--- src/rtl/led_chaser_pkg.sv ---
// led_chaser_pkg: mode encodings and widths shared by the LED chaser slice.
package led_chaser_pkg;
    localparam int MODE_W = 2;
    typedef enum logic [MODE_W-1:0] {
        MODE_ROTATE = 2'd0,
        MODE_BOUNCE = 2'd1,
        MODE_FILL   = 2'd2,
        MODE_BINARY = 2'd3
    } mode_e;
endpackage

--- src/rtl/led_step_tick.sv ---
// led_step_tick: step prescaler, pulses tick every STEP_DIV running cycles.
module led_step_tick #(
    parameter int STEP_DIV = 1
) (
    input  logic clk1h,
    input  logic rst,
    input  logic run,
    output logic tick
);
    logic [7:0] pc_q, pc_d;
    always_comb begin
        tick = run && (pc_q == 8'(STEP_DIV - 1));
        pc_d = tick ? 8'd0 : run ? pc_q + 8'd1 : pc_q;
    end
    always_ff @(posedge clk1h or negedge rst) begin
        if (!rst) pc_q <= 8'd0;
        else      pc_q <= pc_d;
    end
endmodule

--- src/rtl/led_chaser.sv ---
// led_chaser: selectable LED pattern engine (rotate, bounce, fill, binary count).
// led and step are both registered so the new pattern and its pulse align.
module led_chaser
    import led_chaser_pkg::*;
#(
    parameter int NUM_LEDS   = 8,
    parameter int STEP_DIV   = 1,
    parameter bit ACTIVE_LOW = 1
) (
    input  logic                clk1h,
    input  logic                rst,
    input  logic                run,
    input  logic [MODE_W-1:0]   mode,
    input  logic                dir,
    output logic [NUM_LEDS-1:0] led,
    output logic                step
);
    localparam int PW = $clog2(NUM_LEDS);
    localparam int KW = $clog2(NUM_LEDS + 1);
    localparam logic [NUM_LEDS-1:0] ONE  = NUM_LEDS'(1);
    localparam logic [NUM_LEDS-1:0] ONES = {NUM_LEDS{1'b1}};
    localparam logic [NUM_LEDS-1:0] LED_RST = ACTIVE_LOW ? ~ONE : ONE;

    logic                tick;
    mode_e               new_mode;
    logic [NUM_LEDS-1:0] pat_q, pat_d, led_q, led_d;
    logic [PW-1:0]       pos_q, pos_d;
    logic [KW-1:0]       k_q, k_d;
    logic                up_q, up_d, step_q, step_d;
    mode_e               cur_mode_q, cur_mode_d;

    led_step_tick #(.STEP_DIV(STEP_DIV)) u_tick (
        .clk1h(clk1h),
        .rst  (rst),
        .run  (run),
        .tick (tick)
    );

    always_comb begin
        new_mode   = mode_e'(mode);
        pat_d      = pat_q;
        pos_d      = pos_q;
        k_d        = k_q;
        up_d       = up_q;
        cur_mode_d = cur_mode_q;
        step_d     = tick;
        if (tick && new_mode != cur_mode_q) begin
            // a mode switch consumes the step to load the new mode's start state
            cur_mode_d = new_mode;
            up_d       = 1'b1;
            pos_d      = (new_mode == MODE_ROTATE || new_mode == MODE_BOUNCE) ? '0 : pos_q;
            k_d        = (new_mode == MODE_FILL) ? KW'(1) : k_q;
            pat_d      = (new_mode == MODE_BINARY) ? '0 : ONE;
        end else if (tick) begin
            case (cur_mode_q)
                MODE_ROTATE: begin
                    pos_d = dir ? (pos_q == '0 ? PW'(NUM_LEDS - 1) : pos_q - 1'b1)
                                : (pos_q == PW'(NUM_LEDS - 1) ? '0 : pos_q + 1'b1);
                    pat_d = ONE << pos_d;
                end
                MODE_BOUNCE: begin
                    pos_d = up_q ? pos_q + 1'b1 : pos_q - 1'b1;
                    up_d  = up_q ? (pos_q != PW'(NUM_LEDS - 2)) : (pos_q == PW'(1));
                    pat_d = ONE << pos_d;
                end
                MODE_FILL: begin
                    k_d   = (k_q == KW'(NUM_LEDS)) ? '0 : k_q + 1'b1;
                    pat_d = dir ? ~(ONES >> k_d) : ~(ONES << k_d);
                end
                MODE_BINARY: pat_d = dir ? pat_q - 1'b1 : pat_q + 1'b1;
            endcase
        end
        led_d = ACTIVE_LOW ? ~pat_d : pat_d;
    end

    always_ff @(posedge clk1h or negedge rst) begin
        if (!rst) begin
            pat_q      <= ONE;
            pos_q      <= '0;
            k_q        <= KW'(1);
            up_q       <= 1'b1;
            cur_mode_q <= MODE_ROTATE;
            step_q     <= 1'b0;
            led_q      <= LED_RST;
        end else begin
            pat_q      <= pat_d;
            pos_q      <= pos_d;
            k_q        <= k_d;
            up_q       <= up_d;
            cur_mode_q <= cur_mode_d;
            step_q     <= step_d;
            led_q      <= led_d;
        end
    end

    assign led  = led_q;
    assign step = step_q;
endmodule

--- config.mk ---
export PLATFORM = sky130hd
export DESIGN_NAME = led_chaser
export DESIGN_NICKNAME = d
export VERILOG_FILES = /design/src/rtl/led_chaser_pkg.sv /design/src/rtl/led_step_tick.sv /design/src/rtl/led_chaser.sv
export SDC_FILE = /design/constraint.sdc
export NUM_CORES = 1
export LEC_CHECK = 0
export CAP_MARGIN = 20
export CORE_ASPECT_RATIO = 1.5
export CORE_MARGIN = 2
export CORE_UTILIZATION = 30
export CTS_CLUSTER_SIZE = 25
export DETAILED_ROUTE_END_ITERATION = 7
export GPL_ROUTABILITY_DRIVEN = 1
export GPL_TIMING_DRIVEN = 0
export HOLD_SLACK_MARGIN = 0.02
export SETUP_SLACK_MARGIN = 0.1
export SYNTH_ARGS = -nofsm -noshare
export SYNTH_HDL_FRONTEND = slang
export SYNTH_SLANG_ARGS = --single-unit
--- constraint.sdc ---
create_clock -name clk1h -period 2.45 [get_ports clk1h]
set_input_delay 0.6125 -clock clk1h [delete_from_list [all_inputs] [get_ports clk1h]]
set_output_delay 0.6125 -clock clk1h [all_outputs]
set_load 0.02 [all_outputs]
==> Yosys cells after proc, flatten, opt, wreduce, memory -nomap -nowiden <==
Index checks and enable logic that the tools add are counted.
W data, S select, Z words.
{ "word_totals": {"register_bits": 35} }
{ "classes": {"shift": 4, "n_reduce_logical": 15, "n_addsub": 6, "mux": 25, "eq_ne": 13, "n_bitwise": 3} }
{ "ops": {"columns": ["operator", "count"], "rows": [
  ["$mux W8", 6],
  ["$pmux W8 S4", 1],
  ["$not A8 Y8", 3],
  ["$mux W3", 7],
  ["$mux W4", 5],
  ["$add A8 B1 Y8 const B", 2],
  ["$shl A1 B3 Y8 const A", 2],
  ["$eq A2 B2 Y1 const B", 4],
  ["$logic_not A8 Y1", 1],
  ["$reduce_bool A2 Y1", 4],
  ["$shl A8 B4 Y8 const A", 1],
  ["$shr A8 B4 Y8 const A", 1],
  ["$sub A8 B1 Y8 const B", 1],
  ["$pmux W3 S2", 1],
  ["$reduce_and A3 Y1", 2],
  ["$mux W1", 5],
  ["$add A4 B1 Y4 const B", 1],
  ["$eq A2 B1 Y1 const B", 2],
  ["$eq A4 B4 Y1 const B", 1],
  ["$logic_not A2 Y1", 2],
  ["$ne A2 B1 Y1 const B", 2],
  ["$add A3 B1 Y3 const B", 1],
  ["$eq A3 B1 Y1 const B", 1],
  ["$eq A3 B3 Y1 const B", 1],
  ["8 further kinds", 9]
]} }

==> Depth between registers and ports, before layout <==
{ "depth": {"depth_word": 9, "ltp_mapped": 9} }

==> By module <==
A second synthesis with hierarchy kept.
{ "hier_totals": {"hier_cells": 259, "hier_area_um2": 2429.8} }
{ "modules_own_cells": {"columns": ["module", "area_each_um2", "cells_per_inst", "seq_area_each_um2", "n_inst"], "rows": [
  ["led_chaser", 2009.4, 220, 688.2, 1],
  ["led_step_tick", 420.4, 39, 200.2, 1]
]} }

==> Least setup slack after synthesis <==
No wires, ideal clock.
{ "synth_timing": {"path_type": "register to register", "start": "reg k_q[0]", "end": "reg pat_q[7]", "setup_time_ns": 0.124, "slack_ns": 0.223, "arrival_ns": 2.103, "path_stages_with_launch": 10, "cell_sequence": "dfstp_2 > inv_1 > ha_1 > clkbuf_1 > nor4bb_1 > a311oi_1 > o31a_1 > o311ai_1 > nor2_1 > a211o_1"} }
{ "synth_via": {"elab_chain_cells": 8} }
{ "synth_rtl": {"columns": ["element", "line", "text"], "rows": [
  ["from (decl)", "led_chaser.sv:28", "logic [KW-1:0] k_q, k_d;"],
  ["from (signal assigned)", "led_chaser.sv:88", "k_q <= k_d;"],
  ["$add A4 B1 Y4 / $eq A4 B4 Y1 (equally long branches)", "led_chaser.sv:67", "k_d = (k_q == KW'(NUM_LEDS)) ? '0 : k_q + 1'b1;"],
  ["$mux W4 *", "led_chaser.sv:67", null],
  ["$shl A8 B4 Y8 / $shr A8 B4 Y8 (equally long branches)", "led_chaser.sv:68", "pat_d = dir ? ~(ONES >> k_d) : ~(ONES << k_d);"],
  ["$not A8 Y8", "led_chaser.sv:68", null],
  ["$mux W8 *", "led_chaser.sv:68", null],
  ["$pmux W8 S4 *", "led_chaser.sv:55", "case (cur_mode_q)"],
  ["$mux W8 *", "led_chaser.sv:54", "end else if (tick) begin"],
  ["$mux W8 *", "led_chaser.sv:47", "if (tick && new_mode != cur_mode_q) begin"],
  ["net pat_d[7]", "led_chaser.sv:26", "logic [NUM_LEDS-1:0] pat_q, pat_d, led_q, led_d;"],
  ["to (signal assigned)", "led_chaser.sv:86", "pat_q <= pat_d;"],
  ["to (decl)", "led_chaser.sv:26", null]
]} }
Mark *: on every way through the listed nets, which the timed path passes. The rest lies on a longest branch.
A chain may end at the register's enable or synchronous reset.

==> Final worst setup path <==
Ends and elaborated chain as after synthesis.

==> tab_implementation.tex <==
\begin{tabular}{lr}
\hline
Metric & Value \\
\hline
\multicolumn{2}{l}{\textbf{Floorplanning}} \\
\quad Die Footprint & 8500 sq um \\
\quad DIE HEIGHT & 112 microns \\
\quad I/O pin cnt & 15 \\
\quad Site Rows & 39 \\
\quad Chip Width & 75.9 microns \\
\quad Core area & 7560 sq um \\
\quad Effective utilization at floorplan & 30.8\% \\
\multicolumn{2}{l}{\textbf{Drt}} \\
\quad Routed Antenna Nets & 0 \\
\quad Violation count after the first detailed-route iteration & approximately 120 \\
\quad Remaining design rule violation count & 0 \\
\quad Routed vias/inst & slightly above 5 \\
\quad Average detailed-routed wire length per instance & 14.8 microns \\
\quad Total Routed Length & roughly 5600 microns \\
\quad Router iterations before antenna repair & 4 \\
\quad Total number of vias & 1968 \\
\multicolumn{2}{l}{\textbf{Critical path}} \\
\quad Startpoint kind of the worst setup timing path & flip-flop \\
\quad Signal arrival time at the worst endpoint & 2.44 ns \\
\quad CP Data Required Time & 2.63 ns \\
\quad Largest fanout on the critical path & 9 \\
\quad Crit path kind & flip-flop to flip-flop \\
\quad Nature of the critical path endpoint & flip-flop \\
\multicolumn{2}{l}{\textbf{Timing}} \\
\quad Final critical path time including I/O delays and setup & between 2 and 2.5 ns \\
\quad Total Negative Setup Slacks & 0 ns \\
\quad Clock skew after layout & 0.00864 ns \\
\quad Period utilization & between 90\% and 100\% \\
\quad Final setup viols & 0 \\
\quad Count of endpoints failing hold in the final timing report & 0 \\
\quad Slew margin rel. & 45.1\% \\
\quad Final setup slack of the worst path & $\sim$0.19 ns \\
\quad RSZ-0062 raised after global routing & yes \\
\quad Final number of max-transition violations & 0 \\
\quad Least-Margin Pin Slew & 0.823 ns \\
\quad Highest attainable clock frequency & 442 MHz \\
\multicolumn{2}{l}{\textbf{Clock network}} \\
\quad Hold buffers post-CTS & 0 \\
\quad CTS max path bufs & 2 \\
\quad Clock tree from TritonCTS & built \\
\quad Clock insertion delay at the later pin of the skew report & 0.29 ns \\
\quad Clock-pin slew on the worst setup and hold paths & 0.06 ns \\
\quad Clock root buffer master & sky130\_fd\_sc\_hd\_\_clkbuf\_16 \\
\quad Inserted Clock Buffers & 5 \\
\quad Count of H-tree levels built during CTS & 2 \\
\quad Number of sinks driven by the clock tree & 35 \\
\multicolumn{2}{l}{\textbf{Synthesis}} \\
\quad Proportion of synthesized flip-flops having asynchronous set or reset & 100\% \\
\quad Total nets after synthesis & roughly 270 \\
\quad Cell type with the highest aggregate area in the netlist & sky130\_fd\_sc\_hd\_\_dfrtp\_1 \\
\quad Area share of the leading cell type in the synthesized netlist & 26.9\% \\
\quad Post-synthesis register bit count & 35 \\
\quad Primary flip-flop cell chosen by synthesis mapping & sky130\_fd\_sc\_hd\_\_dfrtp\_1 \\
\quad Cell Area, Synth & $\sim$2300 sq um \\
\quad Register area share after synthesis & 38.2\% \\
\quad Most common cell in the synthesized netlist & sky130\_fd\_sc\_hd\_\_dfrtp\_1 \\
\quad Synthesized area divided by synthesized cell count & 9.47 sq um \\
\quad Synth Warn \# & 0 \\
\quad Number of cells produced by synthesis & 246 \\
\quad Count of flip-flops with a built-in enable after synthesis & 0 \\
\quad Top area cells in the synthesized netlist & sky130\_fd\_sc\_hd\_\_dfrtp\_1 (27\%), sky130\_fd\_sc\_hd\_\_dfstp\_2 (11\%), sky130\_fd\_sc\_hd\_\_ha\_1 (8.6\%), sky130\_fd\_sc\_hd\_\_nor2\_1 (3.2\%), sky130\_fd\_sc\_hd\_\_xor2\_1 (3.0\%) \\
\quad Distinct cell type count of the synthesized netlist & just under 60 \\
\quad Ranking of synthesized cells by instance count & sky130\_fd\_sc\_hd\_\_dfrtp\_1 (25), sky130\_fd\_sc\_hd\_\_nor2\_1 (20), sky130\_fd\_sc\_hd\_\_inv\_1 (18), sky130\_fd\_sc\_hd\_\_nand2\_1 (18), sky130\_fd\_sc\_hd\_\_ha\_1 (16) \\
\multicolumn{2}{l}{\textbf{Power}} \\
\quad Power density over cell area & 1270 nW/um\^{}2 \\
\quad LEAKAGE & roughly 1.3 nW \\
\quad Max rail drop VDD & 0.000574 V \\
\quad Final Total Pwr & around 3.7 mW \\
\quad Switch Pwr & 1.54 mW \\
\quad Combinational share of power & a little over half \\
\quad Seq pwr share & 27.3\% \\
\quad Clock network power share & 19.8\% \\
\quad Total internal power & roughly 2.2 mW \\
\quad Switching share of total power & 41.4\% \\
\multicolumn{2}{l}{\textbf{Run}} \\
\quad Number of violations of the max-capacitance limit & 0 \\
\multicolumn{2}{l}{\textbf{Final layout}} \\
\quad Final cell count without fillers & approximately 380 \\
\quad Storage cell area & 890 sq um \\
\quad Antenna diode instance count & 0 \\
\quad Finished Core Util & 38.7\% \\
\quad Layout Area Growth over Synthesis & 25.7\% \\
\quad Filler cells & 751 \\
\quad Layout cell share with drive strength beyond 1 & 21.3\% \\
\quad Layout net count & 299 \\
\quad Footprint of the multi-input gates & between 1000 and 1500 sq um \\
\multicolumn{2}{l}{\textbf{Global route}} \\
\quad First-pass GRT wire length & about 9200 microns \\
\quad Vias in the first global route & 1959 \\
\quad Most heavily used metal layer in global routing & met2 \\
\quad Global route total overflow & 0 \\
\quad Met3 Usage GRT & 2.27\% \\
\quad Met1 usage in global routing & 14.3\% \\
\quad Global routing met2 resource utilization & 25.4\% \\
\quad Global routing usage summed across all routing layers & 13.5\% \\
\quad Initial antenna violation count & 0 \\
\quad Pin count of the biggest net entering global routing & 36 \\
\multicolumn{2}{l}{\textbf{Placement}} \\
\quad Count of buffers inserted at the top-level ports & 14 \\
\quad Placed insts & 362 \\
\quad Setup WS pre-CTS & -0.739 ns \\
\quad Final HPWL from detailed placement & 3990 microns \\
\quad Final weighted congestion of routability-driven global placement & approximately 0.83 \\
\multicolumn{2}{l}{\textbf{Status}} \\
\quad Run status & finished clean \\
\multicolumn{2}{l}{\textbf{Hold path}} \\
\quad Worst hold path type & input pin to async pin \\
\hline
\end{tabular}
registers in the layout, indices dropped and copies added, names as in the netlist, named ones only:
signal,flops
u_tick.pc_q,8
led,8
pos_q,3
pat_q,7
step,1
cur_mode_q,2
up_q,1
k_q,4
power groups by stage:
stage / logic (mW) / clock network, mW / registers, mW
after floorplan: 1.23 / 0 / 1.05
after global placement: 1.69 / 0 / 1.01
after detailed placement: 1.73 / 0 / 1.01
after CTS: 1.81 / 0.751 / 1.00
after global routing: 2.17 / 0.775 / 1.04
final: 1.96 / 0.735 / 1.01
routing by layer:
metal  vias up  share of wire [%]
met5         -                  0
met4         0                3.2
met3        11                2.2
met2        23                 55
met1       976                 40
li1        958                  -
layout make-up:
| class | count | area share (%) |
|---|---|---|
| inverter | 18 | 2.44 |
| sequential | 35 | 30.4 |
| multi-input combinational | 184 | 48.8 |
| clock buffer | 5 | 4.28 |
| clock inverter | 3 | 1.50 |
| buffer | 9 | 1.62 |
| tap | 102 | 4.36 |
| timing repair buffer | 23 | 6.58 |
cells in the final DEF (no fill, tap or decap), types with 5 or more instances in the layout:
cell / count
sky130_fd_sc_hd__inv_1: 16
sky130_fd_sc_hd__dfrtp_1: 24
sky130_fd_sc_hd__ha_1: 13
sky130_fd_sc_hd__a21oi_1: 12
sky130_fd_sc_hd__xnor2_1: 6
sky130_fd_sc_hd__a22o_1: 5
sky130_fd_sc_hd__nor2_1: 20
sky130_fd_sc_hd__o31a_1: 6
sky130_fd_sc_hd__o21ai_0: 9
sky130_fd_sc_hd__dfstp_2: 10
sky130_fd_sc_hd__buf_4: 11
sky130_fd_sc_hd__nand2_1: 18
sky130_fd_sc_hd__a31oi_1: 6
sky130_fd_sc_hd__xor2_1: 8
sky130_fd_sc_hd__clkbuf_16: 5
sky130_fd_sc_hd__clkdlybuf4s50_1: 11
sky130_fd_sc_hd__nand3_1: 6
sky130_fd_sc_hd__nor2b_1: 5
timing repair:
item                                    CTS  global route
pin swaps                                 2             1
endpoints found under the setup margin   26            14
gates cloned                              0             0
buffers inserted                          3             6
gates resized for setup                  15            15
worst paths after layout:
check	cells past startpoint	startpoint	to	slack [ns]
max in group asynchronous	1	rst	pos_q[0]	1.46
min reg2reg	1	pat_q[7]	led[7]	0.45
max	9	k_q[0]	pat_q[7]	0.19
max reg2reg	9	k_q[0]	pat_q[7]	0.19
min in group clk1h	1	pat_q[7]	led[7]	0.45
min	1	rst	pat_q[4]	0.43
kinds of logic after synthesis:
kind of cell / Yosys count / share of synthesized area [%]
buf+inv: 27 / 4.62
xor+xnor: 14 / 5.27
simple gates: 72 / 16.9
mux: 3 / 1.40
flops: 35 / 38.2
fa+ha+maj: 17 / 9.46
compound gates: 78 / 24.2
critical path: stages, from the launching register on:
cell and delay (ns):
sky130_fd_sc_hd__dfstp_2 0.53, sky130_fd_sc_hd__inv_1 0.07, sky130_fd_sc_hd__ha_1 0.29, sky130_fd_sc_hd__clkbuf_4 0.19, sky130_fd_sc_hd__nor4bb_4 0.26, sky130_fd_sc_hd__a311oi_1 0.08, sky130_fd_sc_hd__o31a_1 0.26, sky130_fd_sc_hd__o311ai_2 0.10
sky130_fd_sc_hd__nor2_1 0.10, sky130_fd_sc_hd__a211o_1 0.27
per-stage QoR:
step           hold WS [ns]  instance area (sq um)
6_report              0.425                   2930
3_3_place_gp          0.434                   2600
3_5_place_dp          0.444                   2590
4_1_cts               0.442                   2830
2_1_floorplan         0.317                   2330
5_1_grt               0.484                   2930
(Power assumes the default switching activity.)
